<file path="src/rtl/soc_reset_seq_pkg.sv">
// Shared types and constants for the SoC reset sequencer.
package soc_reset_seq_pkg;

    localparam int unsigned LOST_CNT_W = 8;

    // Sequencer states; encoding is kept stable for debug visibility.
    typedef enum logic [2:0] {
        StWaitLock  = 3'd0,
        StStable    = 3'd1,
        StRelPeriph = 3'd2,
        StRelCpu    = 3'd3,
        StRun       = 3'd4
    } seq_state_e;

    // True in every state where the peripheral reset has been released.
    function automatic logic periph_released(seq_state_e s);
        return (s == StRelPeriph) || (s == StRelCpu) || (s == StRun);
    endfunction

    // True in every state where the CPU reset has been released.
    function automatic logic cpu_released(seq_state_e s);
        return (s == StRelCpu) || (s == StRun);
    endfunction

endpackage

</file>
<file path="src/rtl/soc_reset_seq_reset_sync.sv">
// Multi-flop synchroniser with asynchronous clear and synchronous propagation.
// Used both for reset release (d tied high) and for asynchronous level inputs.
module soc_reset_seq_reset_sync #(
    parameter int unsigned STAGES = 2
) (
    input  logic clk,
    input  logic resetn,
    input  logic d,
    output logic q
);

    logic [STAGES-1:0] sync_q;

    // Shift chain: cleared immediately by resetn, fills from d one stage per edge.
    always_ff @(posedge clk or negedge resetn) begin
        if (!resetn) begin
            sync_q <= '0;
        end else begin
            sync_q <= {sync_q[STAGES-2:0], d};
        end
    end

    assign q = sync_q[STAGES-1];

endmodule

</file>
<file path="src/rtl/soc_reset_seq.sv">
// Reset sequencer: waits for stable PLL lock, then releases peripheral reset,
// then CPU reset, then signals ready. Lock loss or a hold request aborts back
// to the start; lock losses after release are counted for debug.
module soc_reset_seq
    import soc_reset_seq_pkg::*;
#(
    parameter int unsigned SYNC_STAGES = 2,
    parameter int unsigned LOCK_CYCLES = 1024,
    parameter int unsigned STAGE_GAP   = 16,
    parameter int unsigned CNT_W       = 12
) (
    input  logic                  clk,
    input  logic                  resetn,
    input  logic                  pll_lock,
    input  logic                  ext_hold,
    output logic                  periph_rst_n,
    output logic                  cpu_rst_n,
    output logic                  ready,
    output logic [LOST_CNT_W-1:0] lock_lost_cnt
);

    localparam logic [CNT_W-1:0] LockLast = CNT_W'(LOCK_CYCLES - 1);
    localparam logic [CNT_W-1:0] GapLast  = CNT_W'(STAGE_GAP - 1);

    logic rst_sync_n;
    logic lock_s;
    logic hold_s;
    logic abort;

    seq_state_e            state_q, state_d;
    logic [CNT_W-1:0]      cnt_q, cnt_d;
    logic [LOST_CNT_W-1:0] lost_q, lost_d;
    logic                  periph_q, periph_d;
    logic                  cpu_q, cpu_d;
    logic                  ready_q, ready_d;

    soc_reset_seq_reset_sync #(
        .STAGES (SYNC_STAGES)
    ) u_rst_sync (
        .clk    (clk),
        .resetn (resetn),
        .d      (1'b1),
        .q      (rst_sync_n)
    );

    soc_reset_seq_reset_sync #(
        .STAGES (SYNC_STAGES)
    ) u_lock_sync (
        .clk    (clk),
        .resetn (resetn),
        .d      (pll_lock),
        .q      (lock_s)
    );

    soc_reset_seq_reset_sync #(
        .STAGES (SYNC_STAGES)
    ) u_hold_sync (
        .clk    (clk),
        .resetn (resetn),
        .d      (ext_hold),
        .q      (hold_s)
    );

    // Next-state, shared counter, lost-lock counter and registered output values.
    always_comb begin
        state_d = state_q;
        cnt_d   = cnt_q;
        lost_d  = lost_q;
        abort   = (state_q != StWaitLock) && (!lock_s || hold_s);

        if (abort) begin
            // Abort wins over any same-cycle transition.
            state_d = StWaitLock;
            cnt_d   = '0;
            // Only lock loss after the peripherals were released counts.
            if (!lock_s && periph_released(state_q) && (lost_q != '1)) begin
                lost_d = lost_q + LOST_CNT_W'(1);
            end
        end else begin
            unique case (state_q)
                StWaitLock: begin
                    cnt_d = '0;
                    if (lock_s && !hold_s) begin
                        state_d = StStable;
                    end
                end
                StStable: begin
                    if (cnt_q == LockLast) begin
                        state_d = StRelPeriph;
                        cnt_d   = '0;
                    end else begin
                        cnt_d = cnt_q + CNT_W'(1);
                    end
                end
                StRelPeriph: begin
                    if (cnt_q == GapLast) begin
                        state_d = StRelCpu;
                        cnt_d   = '0;
                    end else begin
                        cnt_d = cnt_q + CNT_W'(1);
                    end
                end
                StRelCpu: begin
                    if (cnt_q == GapLast) begin
                        state_d = StRun;
                        cnt_d   = '0;
                    end else begin
                        cnt_d = cnt_q + CNT_W'(1);
                    end
                end
                StRun: begin
                    cnt_d = '0;
                end
                default: begin
                    state_d = StWaitLock;
                    cnt_d   = '0;
                end
            endcase
        end

        // Outputs are decoded from the next state so they change on the same edge.
        periph_d = periph_released(state_d);
        cpu_d    = cpu_released(state_d);
        ready_d  = (state_d == StRun);
    end

    // State, counters and output flops; cleared asynchronously by the synced reset.
    always_ff @(posedge clk or negedge rst_sync_n) begin
        if (!rst_sync_n) begin
            state_q  <= StWaitLock;
            cnt_q    <= '0;
            lost_q   <= '0;
            periph_q <= 1'b0;
            cpu_q    <= 1'b0;
            ready_q  <= 1'b0;
        end else begin
            state_q  <= state_d;
            cnt_q    <= cnt_d;
            lost_q   <= lost_d;
            periph_q <= periph_d;
            cpu_q    <= cpu_d;
            ready_q  <= ready_d;
        end
    end

    assign periph_rst_n  = periph_q;
    assign cpu_rst_n     = cpu_q;
    assign ready         = ready_q;
    assign lock_lost_cnt = lost_q;

endmodule

</file>
<file path="config.mk">
export PLATFORM = sky130hd
export DESIGN_NAME = soc_reset_seq
export DESIGN_NICKNAME = d
export VERILOG_FILES = /design/src/rtl/soc_reset_seq_pkg.sv /design/src/rtl/soc_reset_seq_reset_sync.sv /design/src/rtl/soc_reset_seq.sv
export SDC_FILE = /design/constraint.sdc
export NUM_CORES = 1
export LEC_CHECK = 0
export CORE_ASPECT_RATIO = 1.5
export CORE_MARGIN = 1
export CORE_UTILIZATION = 55
export DETAILED_ROUTE_END_ITERATION = 10
export DONT_BUFFER_PORTS = 1
export PLACE_DENSITY = 0.82
export SETUP_SLACK_MARGIN = 0.2
export SLEW_MARGIN = 5
export SYNTH_ARGS = -nofsm -noshare
export SYNTH_HDL_FRONTEND = slang
export SYNTH_SLANG_ARGS = --single-unit
</file>
<file path="constraint.sdc">
create_clock -name clk -period 1.5 [get_ports clk]
set_input_delay 0.45 -clock clk [delete_from_list [all_inputs] [get_ports clk]]
set_output_delay 0.45 -clock clk [all_outputs]
set_load 0.01 [all_outputs]
</file>
### Word level (Yosys, flattened, before mapping)

Cells that the tools add are included.

* flip-flop bits (word level): 32
* input bits: 4

* reduce and logical (&&, ||, !) cells: 16
* equality and inequality tests: 10
* add/sub/neg operators: 2
* multiplexer cells: 10

Operators with widths (number)
* 12-bit 2-to-1 mux: 3
* 12-bit one-hot mux with 2 select lines: 1
* 3-bit 2-to-1 mux: 5
* 3-bit one-hot mux with 5 select lines: 1
* 12-bit by 1-bit adder with 12-bit output (second input constant): 1
* 12-bit by 10-bit == test with 1-bit output (second input constant): 1
* 12-bit by 4-bit == test with 1-bit output (second input constant): 1
* 3-bit by 2-bit == test with 1-bit output (second input constant): 4
* 8-bit by 1-bit adder with 8-bit output (second input constant): 1
* 8-bit != test (second input constant): 1
* 3-bit == test (second input constant): 2
* 1-bit logical OR: 6
* 1-bit logical AND: 4
* 3-bit by 1-bit == test with 1-bit output (second input constant): 1
* 3-bit zero test: 1
* 3-bit nonzero test: 1
* 1-bit zero test: 2
* 2-bit AND reduction: 1
* 2-bit OR reduction: 1

### Longest topological paths before layout

* depth after elaboration: 8
* depth in mapped cells: 6
* depth with buffers taken out: 5

### Hierarchy

A second synthesis with hierarchy kept.

* cells, all modules: 131
* area total of the unflattened synthesis: 1445.1 µm²

Modules (own cells, without submodules)
* soc_reset_seq: times used 1, cells an instance 125, area each 1295.0 µm²
* soc_reset_seq_reset_sync: times used 3, cells an instance 2, area each 50.0 µm²

### Worst setup path after synthesis

OpenSTA, ideal clock, no wires.

* kind: register to register
* start point: reg cnt_q[0]
* end point: reg cnt_q[10]
* path buffers: 1
* setup slack: -311 ps
* stages on the path, launching flop included: 7
* required time: 1381 ps
* period minus slack after synthesis: 1811 ps
* arrival time: 1692 ps
* cells stage by stage: dfrtp_1 > ha_1 > nand3_2 > or4_4 > a32oi_1 > buf_4 > nor2_1

* word-level cells in the longest chain between the ends: 4

RTL lines
* start: declaration: RTL line soc_reset_seq.sv:31 `logic [CNT_W-1:0] cnt_q, cnt_d;`
* start signal: assignment: RTL line soc_reset_seq.sv:138 `cnt_q <= cnt_d;`
* 12-bit by 1-bit adder with 12-bit output, or another cell as far along: RTL line soc_reset_seq.sv:92, soc_reset_seq.sv:100, soc_reset_seq.sv:108
* 12-bit 2-to-1 mux (on tied branches): RTL line soc_reset_seq.sv:96, soc_reset_seq.sv:104, soc_reset_seq.sv:88
* 12-bit one-hot mux with 2 select lines (*): RTL line soc_reset_seq.sv:80 `unique case (state_q)`
* 12-bit 2-to-1 mux (*): RTL line soc_reset_seq.sv:71 `if (abort) begin`
* via cnt_d[10]: RTL line soc_reset_seq.sv:31

Mark *: on every way through the listed nets, which the timed path passes. The rest lies on a longest branch.
A chain may end at the register's enable or synchronous reset.

### Final worst setup path

* start point: reg cnt_q[0]
* end point: reg cnt_q[1]

Same word-level chain as after synthesis.

==> results.yml <==
outcome:
  status: "complete, but fails checks"
  violations: "negative setup slack"
finish:
  diodes: 0
  final_cell_area_um2: 2030
  seqCellArea_um2: 802
  n_fill_cell: 115
  final_util_pct: 82.8
  multiInputGateArea_um2: 717
  synthToLayoutAreaGrowth_pct: 42.7
  nets: 182
  final_cells: 201
  drive_above_1_share_pct: 46.9
worst_setup_path:
  cp-startpoint: "cnt_q[0]"
  rr_endpoint: "cnt_q[1]"
  r2r_cells: 6
  crit_arrival_ns: 2.05
  required_ns: 1.75
  r2r_slack_ns: -0.30
  cp_max_fo: 6
  setup.worst_path.start_class: "flip-flop"
  path_class: "flip-flop to flip-flop"
  cp-endpoint: "cnt_q[1]"
  end_kind: "flip-flop"
  reg2reg_from: "cnt_q[0]"
routing:
  wl_per_cell_um: 18.7
  drtIter0Drc: 35
  wl_met2_um: 2120
  avgViaCountPerCell: 5.87
  drc: 0
  antenna_left: 0
  wl_met1_um: 1330
  firstDrtPassIters: 4
  top_layer: "met4"
  vias: 1180
  drt-total-wl_um: 3770
  wl_met3_um: 124
placed_design:
  dp_slack_ns: -0.301
  dpl.hpwl_um: 2300
  dpl.cell_count: 184
  routabilityCongestion: 0.749
  port_buffers: 0
  place_area_um2: 1730
power:
  power_density_nw_per_um2: 709
  peakVddDrop_mv: 0.899
  p_leak_nw: 0.877
global_routing:
  globalRoute.totalOverflow: 0
  grt_pass1_vias: 1264
  grtUsageTotal_pct: 29.6
  grt_max_degree: 27
  antenna_found_initial: 0
  grt_pass1_wl_um: 5810
run:
  cap_violations: 0
sta:
  fin_ws_ns: -0.298
  holdWs_ns: 0.118
  setup_viol: 25
  period_minus_slack_ns: 1.80
  hold_viol: 0
  rsz0062_at_grt: "yes"
  fin_crit_sh_pct: 120
  timing.fmax_ghz: 0.556
  skew_ns: 0.00595
  finalMaxSlewViolations: 0
synthesis:
  synth_seq_cells: 32
  synth_fp_nets: 131
  yosysWarnings: 0
  ys.flop_type: "dfrtp_1"
  synth-seq-area-share_pct: 56.3
  syn_area_um2: 1420
  synthDistinctLibCells: 36
  avgSynthCellArea_um2: 11.4
  synthCells: 125
  synth_edf_count: 0
  yosysMostFrequentCell: "dfrtp_1"
  synth_commonest_cells: "32 x dfrtp_1, 14 x nor2_1, 13 x xnor2_1"
  async_flop_share_pct: 100
  netlist_top_cells_area: "dfrtp_1 56%, xnor2_1 8.0%, nor2_1 3.7%"
  synth_top_area_share_pct: 56.3
  synth_top_area_cell: "dfrtp_1"
floorplan:
  rows: 22
  ioPinCount: 15
  die_y_um: 64.3
  initial_core_util_pct: 58.1
  fp.dieW_um: 43.5
  coreArea_um2: 2450
  design.die.area_um2: 2800
clock_network:
  clk_latency_ns: 0.35
  htreeDepth: 2
  clock-sinks: 32
  clk_pin_slew_ns: 0.11
  numCtsBuffers: 5
  root_buffer: "clkbuf_4"
  tritoncts: "done"
  cts_buffer_depth: 2
min_path:
  hp-class: "primary input to flip-flop"
-- layout make-up --
class                   count  share of cell area, %
clock buffers               5                   1.85
clock inverters             3                   1.17
repair buffers             46                   19.9
well taps                  24                   1.48
flip-flops and latches     32                   39.5
multi-input cells          87                   35.3
inverters                   4                  0.740
-- repair_timing --
item	in CTS	in global routing
resized for setup	21	22
gates cloned	0	1
pin swaps	6	13
setup endpoints to repair	34	34
setup buffers	3	4
hold buffers	1	0
hold endpoints to repair	6	0
-- cells in the final DEF (no fill, tap or decap), types with 2 or more instances in the layout --
cell and instances:
buf_4 30, nand3_1 5, and3_4 3, xor2_1 2, ha_2 2, nand2_1 6, nor4_4 2, clkinvlp_4 2
inv_1 4, nand3_2 2, buf_6 15, nand4_1 5, xnor2_1 12, nor2_1 7, nor2_2 5, clkbuf_4 5
o22ai_1 2, dfrtp_1 31, nor3_1 6, nor2_4 2
-- per-stage QoR --
step	setup TNS, ns	power (mW)
floorplan	-4.67	0.916
global placement	-3.33	0.928
detailed placement	-4.61	0.930
CTS	-4.13	1.44
global route	-6.64	1.49
finish	-5.15	1.44
-- registers in the layout, summed over array words and instances, names as in the netlist --
register and count:
state_q 3, u_rst_sync.sync_q 2, cpu_rst_n 1, lock_lost_cnt 8
u_hold_sync.sync_q 2, cnt_q 12, ready 1, periph_rst_n 1
u_lock_sync.sync_q 2
-- critical path: stages, from the launching register on --
cell and delay (ns):
dfrtp_1 0.38, ha_2 0.20, nand3_2 0.09, or4_4 0.51, a32oi_2 0.26, buf_6 0.21, nor2b_4 0.05
-- cells by family (layout without fill, tap and decap cells) --
family,count (synthesis),after routing,synth area share (%)
compound gates,10,10,5.98
mux,1,1,0.792
fa+ha+maj,2,2,1.76
xor+xnor,16,16,9.85
other cells,1,1,0.264
flops,32,32,56.3
simple gates,57,57,22.7
buf+inv,6,58,2.37
-- layer usage --
metal,vias to the layer above,GRT usage [%]
met5,-,0
met4,0,12.9
met2,37,55.9
li1,538,-
met1,590,29.2
met3,15,6.78
-- worst min-delay path by stage --
stage,startpoint,end,slack (ns),cells after the start
6_report,pll_lock,u_lock_sync.sync_q[0],0.12,0
5_1_grt,pll_lock,u_lock_sync.sync_q[0],0.1,0
4_1_cts,pll_lock,u_lock_sync.sync_q[0],0.11,0
3_5_place_dp,resetn,u_rst_sync.sync_q[1],0.15,0
3_3_place_gp,resetn,u_rst_sync.sync_q[1],0.15,0
2_1_floorplan,resetn,u_hold_sync.sync_q[0],0.15,0
-- power breakdown --
part	switching, mW	internal [mW]
logic	0.0324	0.0159
registers	0.00491	0.872
clock network	0.329	0.184
Power figures use the tool's default switching activity.
